**src/rtl/instruction_cache_miss_controller_if.sv**
```systemverilog
// Memory read bus between the instruction-cache miss controller (master) and memory (slave).
// Single outstanding read; request held until accepted, data returned on a one-cycle strobe.
interface instruction_cache_miss_controller_if #(
  parameter int ADDR_WIDTH = 32,
  parameter int BUS_WIDTH  = 32
);
  logic [ADDR_WIDTH-1:0] mem_address;
  logic                  mem_read;
  logic                  mem_waitrequest;
  logic [BUS_WIDTH-1:0]  mem_readdata;
  logic                  mem_readdatavalid;

  modport master (
    output mem_address, mem_read,
    input  mem_waitrequest, mem_readdata, mem_readdatavalid
  );

  modport slave (
    input  mem_address, mem_read,
    output mem_waitrequest, mem_readdata, mem_readdatavalid
  );
endinterface

```
**src/rtl/instruction_cache_miss_controller.sv**
```systemverilog
// Instruction-cache line fill: fetches a line one bus word per read and pulses done when assembled.
// Optional macro CRITICAL_WORD_FIRST_EN starts the fill at the missing word and wraps.
//
// state | meaning
// IDLE  | waiting for miss, samples miss_address
// REQ   | issue read for current beat, hold until accepted
// RESP  | wait for read data, store into its word slot
// DONE  | done pulse, line complete
// CLEAR | wait for miss to drop before accepting a new request
module instruction_cache_miss_controller #(
  parameter int ADDR_WIDTH = 32,
  parameter int LINE_WIDTH = 128,
  parameter int BUS_WIDTH  = 32
) (
  input  logic                  clock,
  input  logic                  reset_n,
  input  logic                  miss,
  input  logic [ADDR_WIDTH-1:0] miss_address,
  output logic [LINE_WIDTH-1:0] miss_data,
  output logic                  done,
  instruction_cache_miss_controller_if.master bus
);

  localparam int BEATS    = LINE_WIDTH / BUS_WIDTH;
  localparam int IDX_W    = $clog2(BEATS);
  localparam int WORD_LSB = $clog2(BUS_WIDTH / 8);
  localparam int LINE_LSB = $clog2(LINE_WIDTH / 8);
  localparam logic [ADDR_WIDTH-1:0] LINE_MASK = ~ADDR_WIDTH'(LINE_WIDTH / 8 - 1);
  localparam logic [IDX_W-1:0]      LAST_BEAT = IDX_W'(BEATS - 1);

  typedef enum logic [2:0] {IDLE, REQ, RESP, DONE, CLEAR} state_t;

  state_t                state;
  logic [ADDR_WIDTH-1:0] base;
  logic [IDX_W-1:0]      idx;
  logic [IDX_W-1:0]      cnt;
  logic [IDX_W-1:0]      first_idx;
  logic [ADDR_WIDTH-1:0] beat_addr;

  // Base is line aligned, so OR-ing the word offset equals base + idx*word_bytes.
  assign beat_addr = base | ({{(ADDR_WIDTH-IDX_W){1'b0}}, idx} << WORD_LSB);

`ifdef CRITICAL_WORD_FIRST_EN
  assign first_idx = miss_address[LINE_LSB-1:WORD_LSB];
`else
  assign first_idx = '0;
`endif

  always_ff @(posedge clock or negedge reset_n) begin
    if (!reset_n) begin
      state           <= IDLE;
      base            <= '0;
      idx             <= '0;
      cnt             <= '0;
      miss_data       <= '0;
      done            <= 1'b0;
      bus.mem_read    <= 1'b0;
      bus.mem_address <= '0;
    end else begin
      case (state)
        IDLE: begin
          if (miss) begin
            base  <= miss_address & LINE_MASK;
            idx   <= first_idx;
            cnt   <= '0;
            state <= REQ;
          end
        end
        REQ: begin
          if (!bus.mem_read) begin
            bus.mem_read    <= 1'b1;
            bus.mem_address <= beat_addr;
          end else if (!bus.mem_waitrequest) begin
            bus.mem_read <= 1'b0;
            state        <= RESP;
          end
        end
        RESP: begin
          if (bus.mem_readdatavalid) begin
            miss_data[int'(idx)*BUS_WIDTH +: BUS_WIDTH] <= bus.mem_readdata;
            if (cnt == LAST_BEAT) begin
              done  <= 1'b1;
              state <= DONE;
            end else begin
              cnt   <= cnt + 1'b1;
              idx   <= idx + 1'b1;
              state <= REQ;
            end
          end
        end
        DONE: begin
          done  <= 1'b0;
          state <= CLEAR;
        end
        CLEAR: begin
          if (!miss) state <= IDLE;
        end
        default: state <= IDLE;
      endcase
    end
  end

endmodule
```
**src/flat_wrapper.sv**
```systemverilog
// flat-port wrapper written by rule: the top's interface ports become plain ports
module instruction_cache_miss_controller_flat 
#(
  parameter int ADDR_WIDTH = 32,
  parameter int LINE_WIDTH = 128,
  parameter int BUS_WIDTH  = 32
)
  (clock, reset_n, miss, miss_address, miss_data, done, bus_mem_address, bus_mem_read, bus_mem_waitrequest, bus_mem_readdata, bus_mem_readdatavalid);
  instruction_cache_miss_controller_if #(.ADDR_WIDTH(ADDR_WIDTH), .BUS_WIDTH(BUS_WIDTH)) bus_i ();
  input  logic clock;
  input  logic reset_n;
  input  logic miss;
  input  logic [ADDR_WIDTH-1:0] miss_address;
  output logic [LINE_WIDTH-1:0] miss_data;
  output logic done;
  output wire logic [$bits(bus_i.mem_address)-1:0] bus_mem_address;
  output wire logic [$bits(bus_i.mem_read)-1:0] bus_mem_read;
  input wire logic [$bits(bus_i.mem_waitrequest)-1:0] bus_mem_waitrequest;
  input wire logic [$bits(bus_i.mem_readdata)-1:0] bus_mem_readdata;
  input wire logic [$bits(bus_i.mem_readdatavalid)-1:0] bus_mem_readdatavalid;
  assign bus_mem_address = bus_i.mem_address;
  assign bus_mem_read = bus_i.mem_read;
  assign bus_i.mem_waitrequest = bus_mem_waitrequest;
  assign bus_i.mem_readdata = bus_mem_readdata;
  assign bus_i.mem_readdatavalid = bus_mem_readdatavalid;
  instruction_cache_miss_controller #(.ADDR_WIDTH(ADDR_WIDTH), .LINE_WIDTH(LINE_WIDTH), .BUS_WIDTH(BUS_WIDTH)) u_core (.clock(clock), .reset_n(reset_n), .miss(miss), .miss_address(miss_address), .miss_data(miss_data), .done(done), .bus(bus_i));
endmodule
```
**config.mk**
```make
export PLATFORM = sky130hd
export DESIGN_NAME = instruction_cache_miss_controller_flat
export DESIGN_NICKNAME = d
export VERILOG_FILES = /design/src/rtl/instruction_cache_miss_controller_if.sv /design/src/rtl/instruction_cache_miss_controller.sv /design/src/flat_wrapper.sv
export SDC_FILE = /design/constraint.sdc
export NUM_CORES = 1
export LEC_CHECK = 0
export CAP_MARGIN = 20
export CORE_ASPECT_RATIO = 1.4
export CORE_MARGIN = 8
export CORE_UTILIZATION = 43
export DETAILED_ROUTE_END_ITERATION = 7
export GPL_TIMING_DRIVEN = 1
export PLACE_DENSITY_LB_ADDON = 0.1
export SETUP_SLACK_MARGIN = 0.2
export SLEW_MARGIN = 20
export SYNTH_ARGS = -nofsm -noshare
export SYNTH_HDL_FRONTEND = slang
export SYNTH_SLANG_ARGS = --single-unit
```
**constraint.sdc**
```tcl
create_clock -name clock -period 1.98 [get_ports clock]
set_input_delay 0.396 -clock clock [delete_from_list [all_inputs] [get_ports clock]]
set_output_delay 0.396 -clock clock [all_outputs]
set_load 0.05 [all_outputs]
```
-- After elaboration in Yosys (flattened, before gate mapping)
Index checks and enable logic that the tools add are counted.
- bits in registers: 197
- logic and storage cells: 56
- add/subtract/negate cells: 3
- equality and inequality tests: 12
- shifts and indexed selects: 2
- multiplexer cells: 20
- bitwise logic cells: 2
- reduce and logical (&&, ||, !) cells: 9
- operators by type and width (operator ; number):
    $bwmux 128 ; 1
    $shift 32x33->128 const A ; 1
    $shiftx 32x33->128 ; 1
    $neg 7->33 ; 1
    $or 32x4->32 ; 1
    $mux 3 ; 5
    $pmux 3 s5 ; 1
    $mux 2 ; 6
    $ne 2x2->1 const B ; 5
    $pmux 2 s2 ; 2
    $eq 3x2->1 const B ; 2
    $reduce_and 2->1 ; 3
    $reduce_and 5->1 ; 1
    $add 2x1->2 const B ; 2
    $mux 1 ; 4
    $ne 2x1->1 const B ; 2
    $reduce_and 4->1 ; 1
    $reduce_bool 2->1 ; 2
    $eq 3x1->1 const B ; 1
    $eq 3x3->1 const B ; 1
    $logic_not 3->1 ; 1
    $reduce_and 3->1 ; 1
    $eq 2x2->1 const B ; 1
    $pmux 1 s2 ; 1
    $not 1->1 ; 1

-- Longest topological paths before layout
Gate-level depths: netlist of run 1.
- word-level depth: 4
- mapped depth: 8
- gate-level depth less buffers: 5

-- Least setup slack after synthesis of run 1
No wires, ideal clock.
- path type: reg2reg
- start: register u_core.idx[0]
- end: register u_core.miss_data[10]
- library setup time: 0.083 ns
- arrival: 1.777 ns
- data required time: 1.897 ns
- slack: 0.120 ns
- stages on the path, launching flop included: 8
- period minus slack after synthesis: 1.860 ns
- path through: dfrtp_1 > inv_1 > ha_1 > and4bb_2 > clkbuf_1 > clkbuf_1 > nand4_1 > o21ai_0
- word-level cells in the longest chain between the ends: 3
- elaborated cells between the ends (all ways): 4
- those cells by class: add/sub: 1; shift: 2; mux: 1
- RTL lines (element ; RTL line ; RTL):
    from (decl) ; instruction_cache_miss_controller.sv:35 ; logic [IDX_W-1:0] idx;
    from (signal assigned) ; instruction_cache_miss_controller.sv:64 ; idx <= first_idx;
    from (signal assigned) ; instruction_cache_miss_controller.sv:86 ; idx <= idx + 1'b1;
    $neg 7->33 * ; instruction_cache_miss_controller.sv:80 ; miss_data[int'(idx)*BUS_WIDTH +: BUS_WIDTH] <= bus.mem_readdata;
    $shiftx 32x33->128 or $shift 32x33->128 (tied branches) ; instruction_cache_miss_controller.sv:80 ;
    $bwmux 128 * ; instruction_cache_miss_controller.sv:80 ;
    to (signal, indexed assignment) ; instruction_cache_miss_controller.sv:80 ;
    to (decl) ; instruction_cache_miss_controller.sv:19 ; output logic [LINE_WIDTH-1:0] miss_data,
Mark *: on every way between the ends. The rest lies on a longest branch, timed or not.
A chain may end at the register's enable or synchronous reset.

-- Worst setup path after layout of run 1
- start: register u_core.miss_data[89]
- end: output miss_data[89]
- RTL lines (element ; RTL line ; RTL):
    to (decl) ; flat_wrapper.sv:14 ; output logic [LINE_WIDTH-1:0] miss_data;
No word-level cell between the ends.

==> impl_metrics.toml, run 1 <==
[sta]
slew_violations = 0
skew_ps = 8.92
max_freq_ghz = 0.576
rsz0062_at_grt = "yes"
finalSetupTns_ps = 0
fin_crit_ps = 1740
hold_viol = 0
setup_viol_count_final = 0
max-slew-margin-rel_pct = 64.7
fin_crit_sh_pct = 87.7
tightest_slew_ps = 531

[global_route]
antenna_found_initial = 0
grt_max_degree = 54
grt_pass1_vias = 6835
grt_pass1_wl_um = 39500
overflow = 0
grtUsageTotal_pct = 20.8

[power]
powerDensity_nw_per_um2 = 1860
power.total_mw = 21.2
ir_worst_vdd_v = 0.00104
p_leak_nw = 5.25

[place]
gp_congestion = 0.775
port_buffers = 224
place.detailed.hpwl_um = 17600
place_inst = 1200

[yosys]
synthArstFlopShare_pct = 100
ys_seq_elements = 195
synth_area_per_cell_um2 = 10.9
synth_edf_count = 0
synth_flop_cell = "dfrtp_1"
ys_seq_area_share_pct = 59.4
netlist_area_um2 = 8210
ys_warn_count = 0
synthCells = 752
synth.distinct_cells = 34

[run_status]
status = "finished, final reports clean"

[worst_setup_path]
crit_arrival_ps = 1340
cpLargestDelayFamily = "buffers and inverters"
max_stage_delay_ps = 550
crit_path_top_delay_cell = "dlygate4sd2_1"
critPathRequiredTime_ps = 1580
crit_fanout = 2
r2r_end = "u_core.miss_data[114]$_DFFE_PN0P_"
cp-endpoint = "miss_data[89]"
cp_num_buf_inv = 1
reg2reg_depth = 7
crit_chain = "dlygate4sd2_1"
critPathKind = "flop to primary output"
worstSetupStartpoint = "u_core.miss_data[89]$_DFFE_PN0P_"
endpoint_kind = "primary output"
r2r_start = "u_core.idx[0]$_DFFE_PN0P_"
cp.depth = 1
crit_path_start_kind = "flop"
r2r_setup_slack_ps = 290

[clock_network]
tritoncts = "built"
clk_latency_ps = 440
clkSinkCount = 195
clockBufferDepth = 2
numCtsBuffers = 17
clkTransAtPathRegs_ps = 80
cts_root_buf = "clkbuf_16"
cts_max_level = 4

[flow_run]
drv_cap = 0

[drt]
vias = 6442
first_iter_violations = 551
antenna_left = 0
drc = 0
via_per_inst = 5.20
routed_wl_um = 24700
drt_pass1_iterations = 6
wire_per_inst_um = 20.0

[finish]
drive_gt1_share_pct = 21.2
area_growth_pct = 38.9
layout_commonest_cell = "dfrtp_1"
layout_common_cells = "dfrtp_1, inv_1, nand4_1, o21ai_0, buf_4"
n_antenna_cell = 0
fin_nets = 1052
finalNonFillerCells = 1238
final_util_pct = 60.1

[floorplanning]
rows = 60
die_h_um = 180
die_w_um = 133
dieArea_um2 = 23800
num_io_pins = 231
start_util_pct = 43.2
core_um2 = 19000

[worst_hold_path]
holdPathStages = 1
hold_path.class = "flop to flop"
cell type report:
cell class	instances	area [µm²]
multi-input cells	359	2540
repair buffers	272	2550
inverters	132	495
well taps	248	310
fillers	1646	7590
clock inverters	15	208
clock buffers	17	425
flip-flops and latches	195	4880
state kept, by name, summed over array words and instances (netlist names):
signal and count:
u_core.state 3, u_core.idx 2, u_core.cnt 2, u_core.base 28
u_core.miss_data 128, u_core.done 1, u_core.bus.mem_address 30, u_core.bus.mem_read 1
metrics by stage:
| step | hold WS (ps) | worst slack (ps) | instance area, µm² |
|---|---|---|---|
| finish | 486 | 243 | 11400 |
| global route | 509 | 172 | 11400 |
| CTS | 493 | 180 | 11300 |
| detailed placement | 403 | 35.1 | 10800 |
| global placement | 406 | 56.4 | 10800 |
| floorplan | 100 | 120 | 8220 |
synthesized netlist by cell type (all sizes together), types with 3 or more instances:
cell	n	share of area [%]
nand2b	4	0.40
inv	132	6.0
o21ai	129	7.9
nand2	3	0.14
ha	6	0.91
nand4	128	9.8
dfrtp	195	59
clkbuf	29	1.5
and2	4	0.30
buf	38	3.0
mux2	59	8.1
per-layer routing:
layer  vias to the layer above  track usage [%]  wire [µm]
li1                       3035                -          -
met1                      3172             25.5      10300
met2                       205             34.4      12400
met3                        30             5.89       1480
met4                         0             6.75        570
met5                         -                0          0
worst min path at each step:
| stage | to | slack, ps | from |
|---|---|---|---|
| CTS | u_core.cnt[0]$_DFFE_PN0P_ | 490 | u_core.cnt[0]$_DFFE_PN0P_ |
| finish | u_core.cnt[0]$_DFFE_PN0P_ | 490 | u_core.cnt[0]$_DFFE_PN0P_ |
| floorplan | u_core.base[10]$_DFFE_PN0P_ | 100 | reset_n |
| global route | u_core.bus.mem_address[27]$_DFFE_PN0P_ | 510 | u_core.base[27]$_DFFE_PN0P_ |
| detailed placement | u_core.base[24]$_DFFE_PN0P_ | 400 | reset_n |
| global placement | u_core.base[24]$_DFFE_PN0P_ | 410 | reset_n |
where the power goes:
part / internal, mW / switching (mW) / leakage [nW]
clock network: 1.95 / 1.70 / 0.307
logic: 3.36 / 7.62 / 2.85
registers: 5.65 / 0.912 / 2.09
cells by family after synthesis:
logic type	count (synthesis)	synth area share, %
compound gates	138	8.65
fa+ha+maj	6	0.914
buf+inv	199	10.5
flops	195	59.4
mux	61	8.33
other cells	1	0.0457
simple gates	152	12.2
what timing repair did:
action | CTS | global route
setup endpoints to repair | 150 | 109
gates resized for setup | 111 | 41
hold buffers | 1 | 0
endpoints found under the hold margin | 46 | 0
pin swaps | 0 | 2
gates cloned | 0 | 2
setup buffers | 0 | 3
No activity file was read; power rests on OpenSTA's default activity.
==> inputs of run 2 (changes only) <==
--- a/config.mk
+++ b/config.mk
@@ -12,7 +12,7 @@
 export DETAILED_ROUTE_END_ITERATION = 7
 export GPL_TIMING_DRIVEN = 1
 export PLACE_DENSITY_LB_ADDON = 0.1
-export SETUP_SLACK_MARGIN = 0.2
+export SETUP_SLACK_MARGIN = 0.05
 export SLEW_MARGIN = 20
 export SYNTH_ARGS = -nofsm -noshare
 export SYNTH_HDL_FRONTEND = slang
==> run 2 against run 1 <==
  * Sequential power hardly changed
  * Flip-flop and latch count unchanged
  * Register-to-register slack worse by 130 ps
  * Via count hardly changed
  * First-iteration DRC count fell by 1.8%
  * Die area unchanged
  * Worst setup slack worse by 79 ps
  * Largest power group unchanged
==> impl_metrics.toml, run 2 (same netlist as run 1, synthesis figures left out) <==
[drt]
routed.top_layer = "met4"
routed_wl_um = 24400
antenna_left = 0
drt_pass1_iterations = 5
drc = 0
first_iter_violations = 541
wl_met3_um = 1520
wl_met1_um = 10100
met2_length_um = 12300
vias = 6447
via_per_inst = 5.23
wire_per_inst_um = 19.8

[run_status]
status = "finished, final reports clean"

[worst_setup_path]
max_stage_delay_ps = 410
reg2reg_depth = 6
r2r_setup_slack_ps = 160
r2r_end = "u_core.miss_data[30]$_DFFE_PN0P_"
cpLargestDelayFamily = "simple AND/OR/NAND/NOR gates"
r2r_start = "u_core.idx[0]$_DFFE_PN0P_"
critPathRequiredTime_ps = 2330
crit_path_start_kind = "flop"
cp_num_buf_inv = 2
crit_path_top_delay_cell = "ha_1"
endpoint_kind = "flop"
crit_arrival_ps = 2160
critPathKind = "flop to flop"
crit_chain = "inv_1 > ha_1 > and4bb_2 > buf_4 > nand4_1 > o21ai_0"
crit_fanout = 11

[finish]
fin_nets = 1047
largest-register = "u_core.miss_data"
n_antenna_cell = 0
largest_reg_flops = 128
layout_commonest_cell = "dfrtp_1"
drive_gt1_share_pct = 20.0
layout_common_cells = "dfrtp_1, inv_1, nand4_1, o21ai_0, dlygate4sd2_1"
area_growth_pct = 38.0
reg_top3 = "u_core.miss_data (128), u_core.bus.mem_address (30), u_core.base (28)"

[sta]
hold_ws_ps = 486
setup_viol_count_final = 0
rsz0062_at_grt = "no"
skew_ps = 9.60
hold_viol = 0
fin_crit_sh_pct = 91.7
slew_violations = 0
max_freq_ghz = 0.551
fin_ws_ps = 165
fin_crit_ps = 1820
tightest_slew_ps = 536
finalSetupTns_ps = 0
max-slew-margin-rel_pct = 64.4

[global_route]
grt_pass1_vias = 6833
grt_max_degree = 54
antenna_found_initial = 0
grtUsageTotal_pct = 20.8
grt_pass1_wl_um = 39500
overflow = 0

[place]
place.detailed.hpwl_um = 17600
dp_slack_ps = 35.1
port_buffers = 224
gp_congestion = 0.775

[clock_network]
clk_latency_ps = 440
clkTransAtPathRegs_ps = 80
postCtsSetupBuffers = 0
clockBufferDepth = 2
numCtsBuffers = 17
cts_root_buf = "clkbuf_16"
tritoncts = "built"
cts_max_level = 4
clkSinkCount = 195

[floorplanning]
rows = 60
die_w_um = 133
die_h_um = 180
core_um2 = 19000
start_util_pct = 43.2
dieArea_um2 = 23800
num_io_pins = 231

[flow_run]
drv_cap = 0

[power]
powerDensity_nw_per_um2 = 1860
p_leak_nw = 5.20
ir_worst_vdd_v = 0.00104

[worst_hold_path]
min_from = "u_core.cnt[0]$_DFFE_PN0P_"
hold_path.class = "flop to flop"
holdPathStages = 1
min_to = "u_core.cnt[0]$_DFFE_PN0P_"
==> run 2: worst max path at each step <==
stage | from | end | slack (ps) | depth (start not counted)
6_report | u_core.idx[0]$_DFFE_PN0P_ | u_core.miss_data[30]$_DFFE_PN0P_ | 160 | 6
5_1_grt | u_core.idx[0]$_DFFE_PN0P_ | u_core.miss_data[20]$_DFFE_PN0P_ | 50 | 6
4_1_cts | u_core.idx[0]$_DFFE_PN0P_ | u_core.miss_data[115]$_DFFE_PN0P_ | 130 | 6
3_5_place_dp | bus_mem_readdatavalid | u_core.miss_data[2]$_DFFE_PN0P_ | 40 | 5
3_3_place_gp | bus_mem_readdatavalid | u_core.miss_data[10]$_DFFE_PN0P_ | 60 | 5
2_1_floorplan | u_core.idx[0]$_DFFE_PN0P_ | u_core.miss_data[10]$_DFFE_PN0P_ | 120 | 7
==> run 2: metal layers <==
metal  GRT usage [%]  vias to the layer above
met2            34.4                      225
met5               0                        -
li1                -                     3026
met1            25.6                     3171
met3            5.89                       25
met4            6.75                        0
==> run 2: per-stage QoR <==
| stage | std cells | area, µm² | total power, mW | util, % |
|---|---|---|---|---|
| 6_report | 1233 | 11300 | 21.1 | 59.7 |
| 5_1_grt | 1233 | 11300 | 22.1 | 59.7 |
| 4_1_cts | 1233 | 11300 | 21.3 | 59.6 |
| 2_1_floorplan | 753 | 8220 | 14.0 | - |
| 3_3_place_gp | 1200 | 10800 | 18.0 | 56.9 |
| 3_5_place_dp | 1200 | 10800 | 18.2 | 56.9 |
==> run 2: layout make-up <==
type	instances	area, µm²
clock buffers	17	425
clock inverters	15	208
fillers	1668	7660
inverters	132	495
multi-input cells	359	2530
flip-flops and latches	195	4880
well taps	248	310
repair buffers	267	2480
==> run 2: report_power, final <==
group | switching [mW] | internal [mW] | leakage, nW
Sequential | 0.895 | 5.64 | 2.09
Clock | 1.70 | 1.95 | 0.307
Combinational | 7.62 | 3.28 | 2.80
Total | 10.2 | 10.9 | 5.20
==> run 2: repair_timing <==
action	4_1_cts	5_1_grt
hold buffers	1	0
endpoints found under the hold margin	46	0
cloned	0	0
resized for setup	107	2
pin swaps	0	0
endpoints found under the setup margin	107	10
